==> config.mk <==
export PLATFORM = sky130hd
export DESIGN_NAME = output_packer
export DESIGN_NICKNAME = d
export VERILOG_FILES = /design/src/rtl/output_pkg.sv /design/src/rtl/output_word_reg.sv /design/src/rtl/output_packer.sv
export SDC_FILE = /design/constraint.sdc
export NUM_CORES = 1
export LEC_CHECK = 0
export ABC_AREA = 1
export ABC_CLOCK_PERIOD_IN_PS = 2600
export CORE_ASPECT_RATIO = 0.5
export CORE_UTILIZATION = 40
export CTS_CLUSTER_DIAMETER = 60
export DETAILED_ROUTE_END_ITERATION = 16
export HOLD_SLACK_MARGIN = 0.06
export PLACE_DENSITY = 0.74
export SLEW_MARGIN = 30
export SYNTH_ARGS = -nofsm -noshare
export SYNTH_HDL_FRONTEND = slang
export SYNTH_HIERARCHICAL = 1
export SYNTH_SLANG_ARGS = --single-unit
==> constraint.sdc <==
create_clock -name clock -period 2.6 [get_ports clock]
set_input_delay 0.39 -clock clock [delete_from_list [all_inputs] [get_ports clock]]
set_output_delay 0.39 -clock clock [all_outputs]
set_load 0.02 [all_outputs]
==> src/rtl/output_pkg.sv <==
// Shared types and sizing helpers for the output store stage.
package output_pkg;

  typedef enum logic [1:0] {
    IDLE  = 2'd0,
    FILL  = 2'd1,
    DRAIN = 2'd2,
    DONE  = 2'd3
  } state_t;

  function automatic int unsigned lanes_of(input int unsigned bus_w, input int unsigned data_w);
    return bus_w / data_w;
  endfunction

  // Lane index width; at least one bit so single-lane builds still have a counter.
  function automatic int unsigned lane_idx_w(input int unsigned lanes);
    return (lanes > 1) ? $clog2(lanes) : 1;
  endfunction

endpackage

==> src/rtl/output_word_reg.sv <==
// Single-entry output holding register with valid/ready release; reusable by pipeline stores.
module output_word_reg #(
  parameter int unsigned PAYLOAD_W = 128,
  parameter int unsigned ADDR_W    = 16
) (
  input  logic                 clock,
  input  logic                 reset,
  input  logic                 load,
  input  logic [PAYLOAD_W-1:0] load_payload,
  input  logic [ADDR_W-1:0]    load_addr,
  input  logic                 ready,
  output logic                 valid,
  output logic [PAYLOAD_W-1:0] payload,
  output logic [ADDR_W-1:0]    addr,
  output logic                 free_c
);

  // The slot can take a new word when empty or when the held word leaves this edge.
  assign free_c = !valid || ready;

  always_ff @(posedge clock) begin
    if (reset) begin
      valid   <= 1'b0;
      payload <= '0;
      addr    <= '0;
    end else if (load) begin
      valid   <= 1'b1;
      payload <= load_payload;
      addr    <= load_addr;
    end else if (ready) begin
      valid <= 1'b0;
    end
  end

endmodule

==> src/rtl/output_packer.sv <==
// Packs DATA_W-bit results MSB-first into BUS_W-bit memory words with base-relative addressing.
// Optional byte strobe output enabled by defining OUTPUT_PACKER_STRB_EN.
module output_packer
  import output_pkg::*;
#(
  parameter int unsigned DATA_W = 8,
  parameter int unsigned BUS_W  = 128,
  parameter int unsigned ADDR_W = 16
) (
  input  logic                clock,
  input  logic                reset,
  input  logic                start,
  input  logic [ADDR_W-1:0]   base_addr,
  input  logic                in_valid,
  output logic                in_ready,
  input  logic [DATA_W-1:0]   in_data,
  input  logic                in_last,
  output logic                wr_valid,
  input  logic                wr_ready,
  output logic [BUS_W-1:0]    wr_data,
  output logic [ADDR_W-1:0]   wr_addr,
`ifdef OUTPUT_PACKER_STRB_EN
  output logic [BUS_W/8-1:0]  wr_strb,
`endif
  output logic                busy,
  output logic                done,
  output logic [ADDR_W-1:0]   word_count
);

  localparam int unsigned LANES  = lanes_of(BUS_W, DATA_W);
  localparam int unsigned LANE_W = lane_idx_w(LANES);
`ifdef OUTPUT_PACKER_STRB_EN
  localparam int unsigned STRB_W = BUS_W / 8;
  localparam int unsigned PAY_W  = BUS_W + STRB_W;
`else
  localparam int unsigned PAY_W  = BUS_W;
`endif

  state_t             state, state_nxt;
  logic [LANE_W-1:0]  lane, lane_nxt;
  logic [BUS_W-1:0]   pack, pack_nxt;
  logic [ADDR_W-1:0]  next_addr, next_addr_nxt;
  logic [ADDR_W-1:0]  word_count_nxt;
  logic               busy_nxt, done_nxt;
  logic               closing_c, accept_c, load_c, free_c;
  logic [BUS_W-1:0]   word_c;
  logic [PAY_W-1:0]   payload_c, payload_q;
`ifdef OUTPUT_PACKER_STRB_EN
  logic [STRB_W-1:0]  strb_c;
  int unsigned        filled_c;
`endif

  always_ff @(posedge clock) begin
    if (reset) begin
      state      <= IDLE;
      lane       <= '0;
      pack       <= '0;
      next_addr  <= '0;
      word_count <= '0;
      busy       <= 1'b0;
      done       <= 1'b0;
    end else begin
      state      <= state_nxt;
      lane       <= lane_nxt;
      pack       <= pack_nxt;
      next_addr  <= next_addr_nxt;
      word_count <= word_count_nxt;
      busy       <= busy_nxt;
      done       <= done_nxt;
    end
  end

  always_comb begin
    state_nxt      = state;
    lane_nxt       = lane;
    pack_nxt       = pack;
    next_addr_nxt  = next_addr;
    word_count_nxt = word_count;
    load_c         = 1'b0;

    // A closing element may only enter when the output slot can take the finished word.
    closing_c = (lane == LANE_W'(LANES - 1)) || in_last;
    in_ready  = (state == FILL) && (!closing_c || free_c);
    accept_c  = in_valid && in_ready;

    word_c = pack;
    for (int unsigned i = 0; i < LANES; i++) begin
      if (lane == LANE_W'(i)) word_c[BUS_W-1-i*DATA_W -: DATA_W] = in_data;
    end

    if (wr_valid && wr_ready) word_count_nxt = word_count + ADDR_W'(1);

    case (state)
      IDLE: begin
        if (start) begin
          state_nxt      = FILL;
          lane_nxt       = '0;
          pack_nxt       = '0;
          next_addr_nxt  = base_addr;
          word_count_nxt = '0;
        end
      end
      FILL: begin
        if (accept_c) begin
          if (closing_c) begin
            load_c        = 1'b1;
            pack_nxt      = '0;
            lane_nxt      = '0;
            next_addr_nxt = next_addr + ADDR_W'(1);
            if (in_last) state_nxt = DRAIN;
          end else begin
            pack_nxt = word_c;
            lane_nxt = lane + LANE_W'(1);
          end
        end
      end
      DRAIN: begin
        if (wr_valid && wr_ready) state_nxt = DONE;
      end
      DONE:    state_nxt = IDLE;
      default: state_nxt = IDLE;
    endcase

    busy_nxt = (state_nxt == FILL) || (state_nxt == DRAIN);
    done_nxt = (state_nxt == DONE);
  end

`ifdef OUTPUT_PACKER_STRB_EN
  // Strobe covers the bytes of every lane filled so far, MSB-aligned.
  always_comb begin
    filled_c = 32'(lane) + 32'd1;
    strb_c   = '0;
    for (int unsigned b = 0; b < STRB_W; b++) begin
      strb_c[STRB_W-1-b] = (b < filled_c * (DATA_W / 8));
    end
  end
  assign payload_c          = {strb_c, word_c};
  assign {wr_strb, wr_data} = payload_q;
`else
  assign payload_c = word_c;
  assign wr_data   = payload_q;
`endif

  output_word_reg #(
    .PAYLOAD_W (PAY_W),
    .ADDR_W    (ADDR_W)
  ) u_word_reg (
    .clock        (clock),
    .reset        (reset),
    .load         (load_c),
    .load_payload (payload_c),
    .load_addr    (next_addr),
    .ready        (wr_ready),
    .valid        (wr_valid),
    .payload      (payload_q),
    .addr         (wr_addr),
    .free_c       (free_c)
  );

endmodule

==> impl_results.md <==
* Outcome: finished, final reports clean
* Vias per std cell at 5.05
* Pwr Total at 11.7 mW
* GR Overflow Total at 0
* Synth cell types at 31
* Starting Density at 40.8%
* Number of top-level pins at 194
* DRT Wirelength at 36.9 mm
* Die Span Y at 132 microns
* Sequential share of power at 45.3%
* HP Class: reg2reg
* CTS tree: done
* Flops & latches, synth at 313
* Cts-stage hold buffer count at 0
* Reg2Reg Launch Point: lane[1]
* First-pass GRT wire length at 59.3 mm
* Met2 usage at 34.1%
* Worst Setup SP: lane[0]
* Vias at 12500
* Least-Margin Pin Slew at 0.884 ns
* FF-to-FF End: pack[101]
* Largest net degree at the start of global routing at 105
* Final ANT Viol Nets at 0
* Part of the cycle the worst path needs at 94.6%
* Root buffer cell: clkbuf_16
* Cell Rows at 47
* IO Port Bufs at 193
* CP required at 2.21 ns
* Setup CP Type: reg2out
* Sw Ratio at 28.3%
* CP max FO at 6
* CP endpoint kind: output port
* Clk_skew at 0.0145 ns
* Power density over the cells at 697 mW/mm^2
* WL per Instance at 14.9 microns
* Die ar. at 0.0347 sq mm
* P&R area growth vs syn at 23.9%
* Setup Viol. Count Final at 0
* Avg Synthesized Cell Area at 7.25 sq um
* Hold Fails Final Rpt at 0
* Worst R2R Setup Slack at 0.44 ns
* Max Clock Freq at 406 MHz
* HPWL after detailed placement at 23.6 mm
* Max Cap Viol at 0
* Fin nets at 2047
* CTS max path bufs at 3
* Max rail drop VDD at 470 uV
* Ys Warns at 6
* Power share of the combinational group at 16.8%
* Sequential-to-total area share from yosys stat at 46.2%
* Total iterations of the first detailed-routing run at 6
* Startpoint type of the worst setup path: flip-flop
* Postcts setup bufs at 0
* Share of layout cells above drive strength 1 at 9.27%
* M3 GR Usage at 2.67%
* Internal power at 8.41 mW
* Clk slew on worst S/H paths at 0.07 ns
* Initial drt markers at 897
* Die X at 262 microns
* Area of the mapped netlist at 0.0136 sq mm
* End of the critical path: in_ready
* Reg2Reg Depth at 10
* Met1 Usage GRT at 28.3%
* Setup TNS at 0 ns
* RSZ-0062 raised after global routing: no
* Fin crit period at 2.46 ns
* GR peak layer: met2
* Final Max Tran Viols at 0
* Placer Congestion at 0.859
* Core Area at 0.0332 sq mm
* Clk_lat worst skew at 0.55 ns
* Mapped Cells at 1870
* DR DRC count at 0
* H-Tree Depth at 1
* Worst slew margin at 41.0%
* Switching power at 3.31 mW
* CTS Buf Count at 29
* Final Util at 50.6%
* Synthesized Nets at 1907
* Leakage power at 6.99 nW
* Vias in the first global route at 11300
* Crit path arrival time at 2.07 ns
* Gr usage total at 20.5%
* Clock Sinks at 313
* Clock Power Share at 37.9%
* Initial antenna violation count at 2
synth_stat cells:
cell type | n | area share (%)
nand3_2 | 2 | 0.15
clkbuf_2 | 1 | 0.037
dfxtp_1 | 313 | 46
inv_6 | 1 | 0.065
inv_2 | 1 | 0.028
ha_1 | 7 | 0.65
nor2_2 | 2 | 0.092
inv_1 | 54 | 1.5
buf_8 | 1 | 0.11
nor2_1 | 611 | 17
buf_1 | 1 | 0.028
nand2_2 | 4 | 0.18
o21ai_1 | 16 | 0.59
a21oi_2 | 1 | 0.065
o21ai_0 | 285 | 11
nor3_1 | 48 | 1.8
nand3_1 | 36 | 1.3
clkbuf_1 | 52 | 1.4
nor3_2 | 90 | 6.6
buf_6 | 19 | 1.6
clkinv_2 | 1 | 0.037
nand4_1 | 5 | 0.23
o31ai_1 | 1 | 0.055
nand2_4 | 1 | 0.083
a21oi_1 | 24 | 0.89
or2_2 | 2 | 0.092
buf_2 | 44 | 1.6
buf_4 | 3 | 0.17
nand2_1 | 237 | 6.6
xnor2_1 | 4 | 0.26
o21bai_1 | 3 | 0.17
metal layers:
layer  vias to the layer above  wire [microns]
met5                         -               0
met4                         0             712
met3                        46            1260
met2                       241           17400
met1                      5903           17600
li1                       6294               -
placed cells by master, fill, tap and decap left out, types with 2 or more instances in the layout:
cell,instances
nand2_1,237
dfxtp_1,313
xnor2_1,4
nor2_1,610
ha_1,7
nor3_1,48
or2_2,2
a21oi_1,24
nand3_1,36
clkbuf_8,9
buf_4,25
o21ai_1,16
diode_2,3
nor2_2,2
nor3_2,90
clkbuf_16,29
nand2_2,3
inv_6,2
clkdlybuf4s50_1,192
clkbuf_1,3
inv_1,54
clkinv_2,3
buf_12,12
nand4_1,5
o21bai_1,3
bufinv_16,3
nand3_2,2
o21ai_0,285
per-stage QoR:
stage	worst slack, ns	hold slack [ns]	instance area, sq um	instances
6_report	0.139	0.470	16800	2471
5_1_grt	0.0784	0.498	16800	2470
4_1_cts	0.102	0.474	16800	2468
3_5_place_dp	0.0927	0.462	15800	2420
3_3_place_gp	0.0941	0.462	15800	2420
2_1_floorplan	0.539	0.459	13600	1870
power by group through the flow:
stage / combinational [mW] / clock, mW / sequential [mW]
finish: 1.97 / 4.44 / 5.30
global route: 2.18 / 4.69 / 5.34
CTS: 1.98 / 4.52 / 5.30
detailed placement: 1.97 / 0 / 5.41
global placement: 1.93 / 0 / 5.40
floorplan: 1.27 / 0 / 5.49
worst max-delay path, cell delays in order (launching register included):
cell and delay [ns]:
dfxtp_1 0.34, ha_1 0.30, nand3_2 0.14, nand2_2 0.08
a21oi_1 0.28, dlygate4sd2_1 0.38
registers in the layout, indices dropped and copies added, names as in the netlist:
signal / count
lane: 4
done: 1
pack: 128
busy: 1
state: 2
u_word_reg/payload: 128
word_count: 16
next_addr: 16
u_word_reg/addr: 16
u_word_reg/valid: 1
area by class of cell:
| cell class | count | area, sq um |
|---|---|---|
| Tap cell | 441 | 552 |
| Multi-Input combinational cell | 1379 | 6430 |
| Fill cell | 3138 | 16400 |
| Clock inverter | 7 | 116 |
| Clock buffer | 41 | 861 |
| Antenna cell | 3 | 7.51 |
| Sequential cell | 313 | 6270 |
| Inverter | 57 | 223 |
| Timing Repair Buffer | 230 | 2360 |
how the worst min path moves through the flow:
stage                               from          endpoint  cells after the start
after floorplan                    reset  u_word_reg/valid                      1
after global placement    word_count[12]    word_count[12]                      2
after detailed placement  word_count[12]    word_count[12]                      2
after CTS                 word_count[12]    word_count[12]                      2
after global routing      word_count[12]    word_count[12]                      2
final                     word_count[12]    word_count[12]                      2
kinds of logic (layout without fill, tap and decap cells):
group	Yosys count	count (layout)	share of synthesized area, %
xor gates and xnor gates	4	4	0.258
adders and majority gates	7	7	0.646
and+or+nand+nor	1038	1038	34.0
other	0	3	0
AOI/OAI and AO/OA	330	330	12.3
buffers and inverters	178	335	6.60
DFF	313	313	46.2
what timing repair did:
| action | CTS | global route |
|---|---|---|
| endpoints found under the hold margin | 0 | 0 |
| resized for setup | 1 | 0 |
| endpoints found under the setup margin | 1 | 0 |
Note: power is estimated with default switching activity, not from simulation.
==> edit 1, RTL diff (same flow settings) <==
Reset style: asynchronous (`reset`), changed in 2 clocked blocks.
--- a/src/rtl/output_word_reg.sv
+++ b/src/rtl/output_word_reg.sv
@@ -19,5 +19,5 @@
   assign free_c = !valid || ready;
 
-  always_ff @(posedge clock) begin
+  always_ff @(posedge clock or posedge reset) begin
     if (reset) begin
       valid   <= 1'b0;
--- a/src/rtl/output_packer.sv
+++ b/src/rtl/output_packer.sv
@@ -51,5 +51,5 @@
 `endif
 
-  always_ff @(posedge clock) begin
+  always_ff @(posedge clock or posedge reset) begin
     if (reset) begin
       state      <= IDLE;
Check against the original RTL: differs if reset is asserted again (counterexample within 4 cycles, from zero or initial values and one cycle with reset high); with reset held inactive, the same outputs for 4 cycles.
==> edit 1 against the original RTL <==
- cell area grew 7.1%
- core utilization increased by 0.76 points
- sequential cell count did not move
- setup slack better by 79 ps
- synthesized area up 6.9%
- worst hold slack worse by 200 ps
- first-iteration DRC count decreased by 10%
- wire length grew 1.2%
Power is not compared: it rests on default switching activity, and its combinational part moved more than twofold at a synthesized area within 25%.
==> edit 1: results (changes against the original RTL) <==
- Status: completed
- Placed cell areas: 17,000 µm² (+7.3%)
- All-Layer GR Usage: 20.2% (-0.33 points)
- Num CTS Buffers: 30 (+3.4%)
- Syn_nets: 1,856 (-2.7%)
- Routed Wire Length: 37.4 mm (+1.2%)
- CLK BUF: 43 (+4.9%)
- Largest delay contributor family on the critical path: flip-flops
- Routability cong.: 0.838 (-2.5%)
- Nonclk buf count: 229 (-0.43%)
- Layout cells sized above 1: 6.02% (-3.3 points)
- Vias in the first global route: 12,100 (+6.5%)
- # nets final: 2,025 (-1.1%)
- Register area share after synthesis: 54.0% (+7.8 points)
- Crit-path slowest cell: dfrtp_1
- Multi-input combinational area share: 27.9% (-10 points)
- Nonclk inv count: 309 (+440%)
- Worst slack, placed: 197 ps (+104 ps)
- Ys flop type: dfrtp_1
- Top cells by count, synth: 696 x nand2_1, 313 x dfrtp_1, 305 x inv_1
- Clock Skew: 12.8 ps (-1.66 ps)
- Final HPWL DP: 24.3 mm (+3.0%)
- Sequential cells: 313 (unchanged)
- Synth Area in Adders: 0.604% (-0.042 points)
- Sequential cell area: 7830 µm² (+25%)
- Diode count: 2 (-1)
-- edit 1: changes by cell type in the layout (fill, tap and decap cells not counted), sizes merged, moves of 121 or more --
cell | unedited run | this run
dfrtp | 0 | 313
nand2 | 242 | 698
nor3 | 138 | 5
dfxtp | 313 | 0
nor2 | 613 | 48
o22ai | 0 | 121
o21ai | 301 | 160
inv | 57 | 307
-- edit 1: routing by layer --
metal	vias to the layer above	global-route usage [%]	share of wire (%)
li1	5948	-	-
met1	5826	26.3	44
met2	240	35.4	50
met3	64	2.49	3.8
met4	0	6.34	2.7
met5	-	0	0
-- edit 1: final timing paths --
path | cells after the start | startpoint | end
worst max-delay path | 5 | lane[0] | in_ready
worst min-delay path | 2 | reset | pack[93]
worst max register to register | 9 | lane[0] | pack[38]
worst min register to register | 2 | u_word_reg/payload[88] | u_word_reg/payload[88]
max in group asynchronous | 3 | reset | u_word_reg/payload[59]
min in group clock | 2 | u_word_reg/payload[88] | u_word_reg/payload[88]
==> edit 2, RTL diff (same flow settings) <==
Made on the original files. The option `OUTPUT_PACKER_STRB_EN` is turned on by a define.
--- a/src/rtl/output_packer.sv
+++ b/src/rtl/output_packer.sv
@@ -1,4 +1,6 @@
 // Packs DATA_W-bit results MSB-first into BUS_W-bit memory words with base-relative addressing.
 // Optional byte strobe output enabled by defining OUTPUT_PACKER_STRB_EN.
+`define OUTPUT_PACKER_STRB_EN
+
 module output_packer
   import output_pkg::*;
Behaviour (old outputs only; new: wr_strb): same outputs for any inputs over 4 cycles, from zero or initial values and one cycle with reset high; that may be too few to reach the edited logic, so the function may still have changed.
==> edit 2 against the original RTL <==
- maximum frequency rose by 6.7%
- total power rose by 4.1%
- clock power rose by 3%
- wire length rose by 7.9%
- combinational power rose by 2%
- synthesized area rose by 8.5%
- highest routed layer unchanged
- cell area rose by 7.9%
- sequential cell count rose by 16
- synthesized cell count rose by 7.8%
- critical path type unchanged
- setup slack improved by 150 ps
- die area rose by 8.4%
- count of clock-buffer cells in the layout rose by 2
- first-iteration DRC count rose by 1.0%
==> edit 2: results (changes against the original RTL) <==
- Worst-Margin Slew: 677 ps (-207 ps)
- Initial antenna violation count: 0 (-2)
- Top cells by count, synth: 412 x nor2_1, 329 x dfxtp_1, 262 x nand2_1
- Async S/R FF share, synth: 0% (unchanged)
- Critical Path Source: state[0]
- Diode count: 0 (-3)
- Crit Reg-Reg Startpoint: lane[0]
- Worst R2R Path Depth: 10 (unchanged)
- Crit Reg-Reg Endpoint: u_word_reg/payload[4]
- Max Fanout on Critical Path: 18 (+12)
- DR iter-0 viols: 906 (+1.0%)
- Register area share after synthesis: 44.7% (-1.5 points)
- Num CTS Buffers: 30 (+3.4%)
- Final HPWL DP: 25.5 mm (+8.0%)
- Internal power: 8.69 mW (+3.3%)
- All-Layer GR Usage: 20.2% (-0.39 points)
- Clock latency on the worst-skew pair: 580 ps (+30 ps)
- Largest net degree at the start of global routing: 132 (+26%)
- Syn_nets: 2,053 (+7.7%)
- # nets final: 2,203 (+7.6%)
- Syn Inst Count: 2,016 (+7.8%)
- Global-route wire length before repair: 62.2 mm (+4.9%)
- Routed Wire Length: 39.8 mm (+7.9%)
- Routability cong.: 0.833 (-3.0%)
- Yosys cell types: 34 (+9.7%)
- Layout cells sized above 1: 5.84% (-3.4 points)
- Fillers: 3,461 (+10%)
- Met2 Use GR: 34.3% (+0.19 points)
- Status: completed
- Synth area leaders: dfxtp_1 45%, nor2_1 11%, o21ai_0 7.4%
- IO Port Bufs: 209 (+8.3%)
- Met1 capacity usage during global routing: 26.8% (-1.5 points)
- WL/cell: 14.9 µm (-0.28%)
- Peak supply drop: 0.503 mV (+7.1%)
- Leakage power: 8.95 nW (+28%)
-- edit 2: cell types whose count changed after synthesis, moves of 15 or more --
cell	before	now
a21oi_1	24	151
dfxtp_1	313	329
inv_1	54	205
mux2i_1	0	103
nand2_1	237	262
nand3_1	36	21
nor2_1	611	412
nor3_1	48	6
nor3_2	90	0
o21ai_0	285	218
o21ai_1	16	121
-- edit 2: per-stage QoR --
| step | setup WS [ps] | instance area (µm²) | hold WS (ps) | util (%) | power, mW |
|---|---|---|---|---|---|
| finish | 293 | 18100 | 469 | 50.2 | 12.2 |
| global route | 193 | 18100 | 501 | 50.2 | 12.7 |
| CTS | 263 | 18100 | 447 | 50.2 | 12.3 |
| detailed placement | 213 | 17100 | 461 | 47.4 | 7.71 |
| global placement | 264 | 17100 | 464 | 47.4 | 7.66 |
| floorplan | 548 | 14700 | 459 | - | 7.07 |
-- edit 2: repair_timing --
| action | in CTS | in global routing |
|---|---|---|
| setup buffers | 0 | 0 |
| endpoints found under the setup margin | 1 | 0 |
| resized for setup | 1 | 0 |
-- edit 2: worst max-delay path: stages (launching register included) --
cell and delay, ps:
dfxtp_1 400, nand2_2 150, buf_4 230, a21oi_1 180
dlygate4sd2_1 390
-- edit 2: layout make-up --
class,instances,share of cell area (%)
Multi-Input combinational cell,1341,36.2
Sequential cell,329,36.3
Inverter,215,4.48
Timing Repair Buffer,249,14.0
Tap cell,484,3.34
Clock inverter,13,0.614
Clock buffer,43,5.02
-- edit 2: kinds of logic after synthesis --
family | count (synthesis) | synth area share, %
flops | 329 | 44.7
compound gates | 495 | 16.9
mux | 103 | 7.00
simple gates | 732 | 19.8
buf+inv | 346 | 10.7
xor+xnor | 4 | 0.238
fa+ha+maj | 7 | 0.595
-- edit 2: layer usage --
metal,vias to the layer above,routed length [µm]
met4,0,948
met1,6281,18100
met5,-,0
met2,287,19200
met3,77,1660
li1,6783,-
-- edit 2: worst min-delay path by stage --
stage          cells after the start          endpoint
6_report                           2    word_count[12]
5_1_grt                            2    word_count[12]
4_1_cts                            5      next_addr[1]
3_5_place_dp                       2    word_count[12]
3_3_place_gp                       2    word_count[12]
2_1_floorplan                      1  u_word_reg/valid
-- edit 2: power by group through the flow --
stage / Combinational (mW) / Clock [mW] / Sequential (mW)
after global routing: 2.22 / 4.87 / 5.64
after CTS: 2.01 / 4.67 / 5.60
after global placement: 1.95 / 0 / 5.70
final: 2.01 / 4.58 / 5.61
after floorplan: 1.27 / 0 / 5.80
after detailed placement: 1.99 / 0 / 5.71
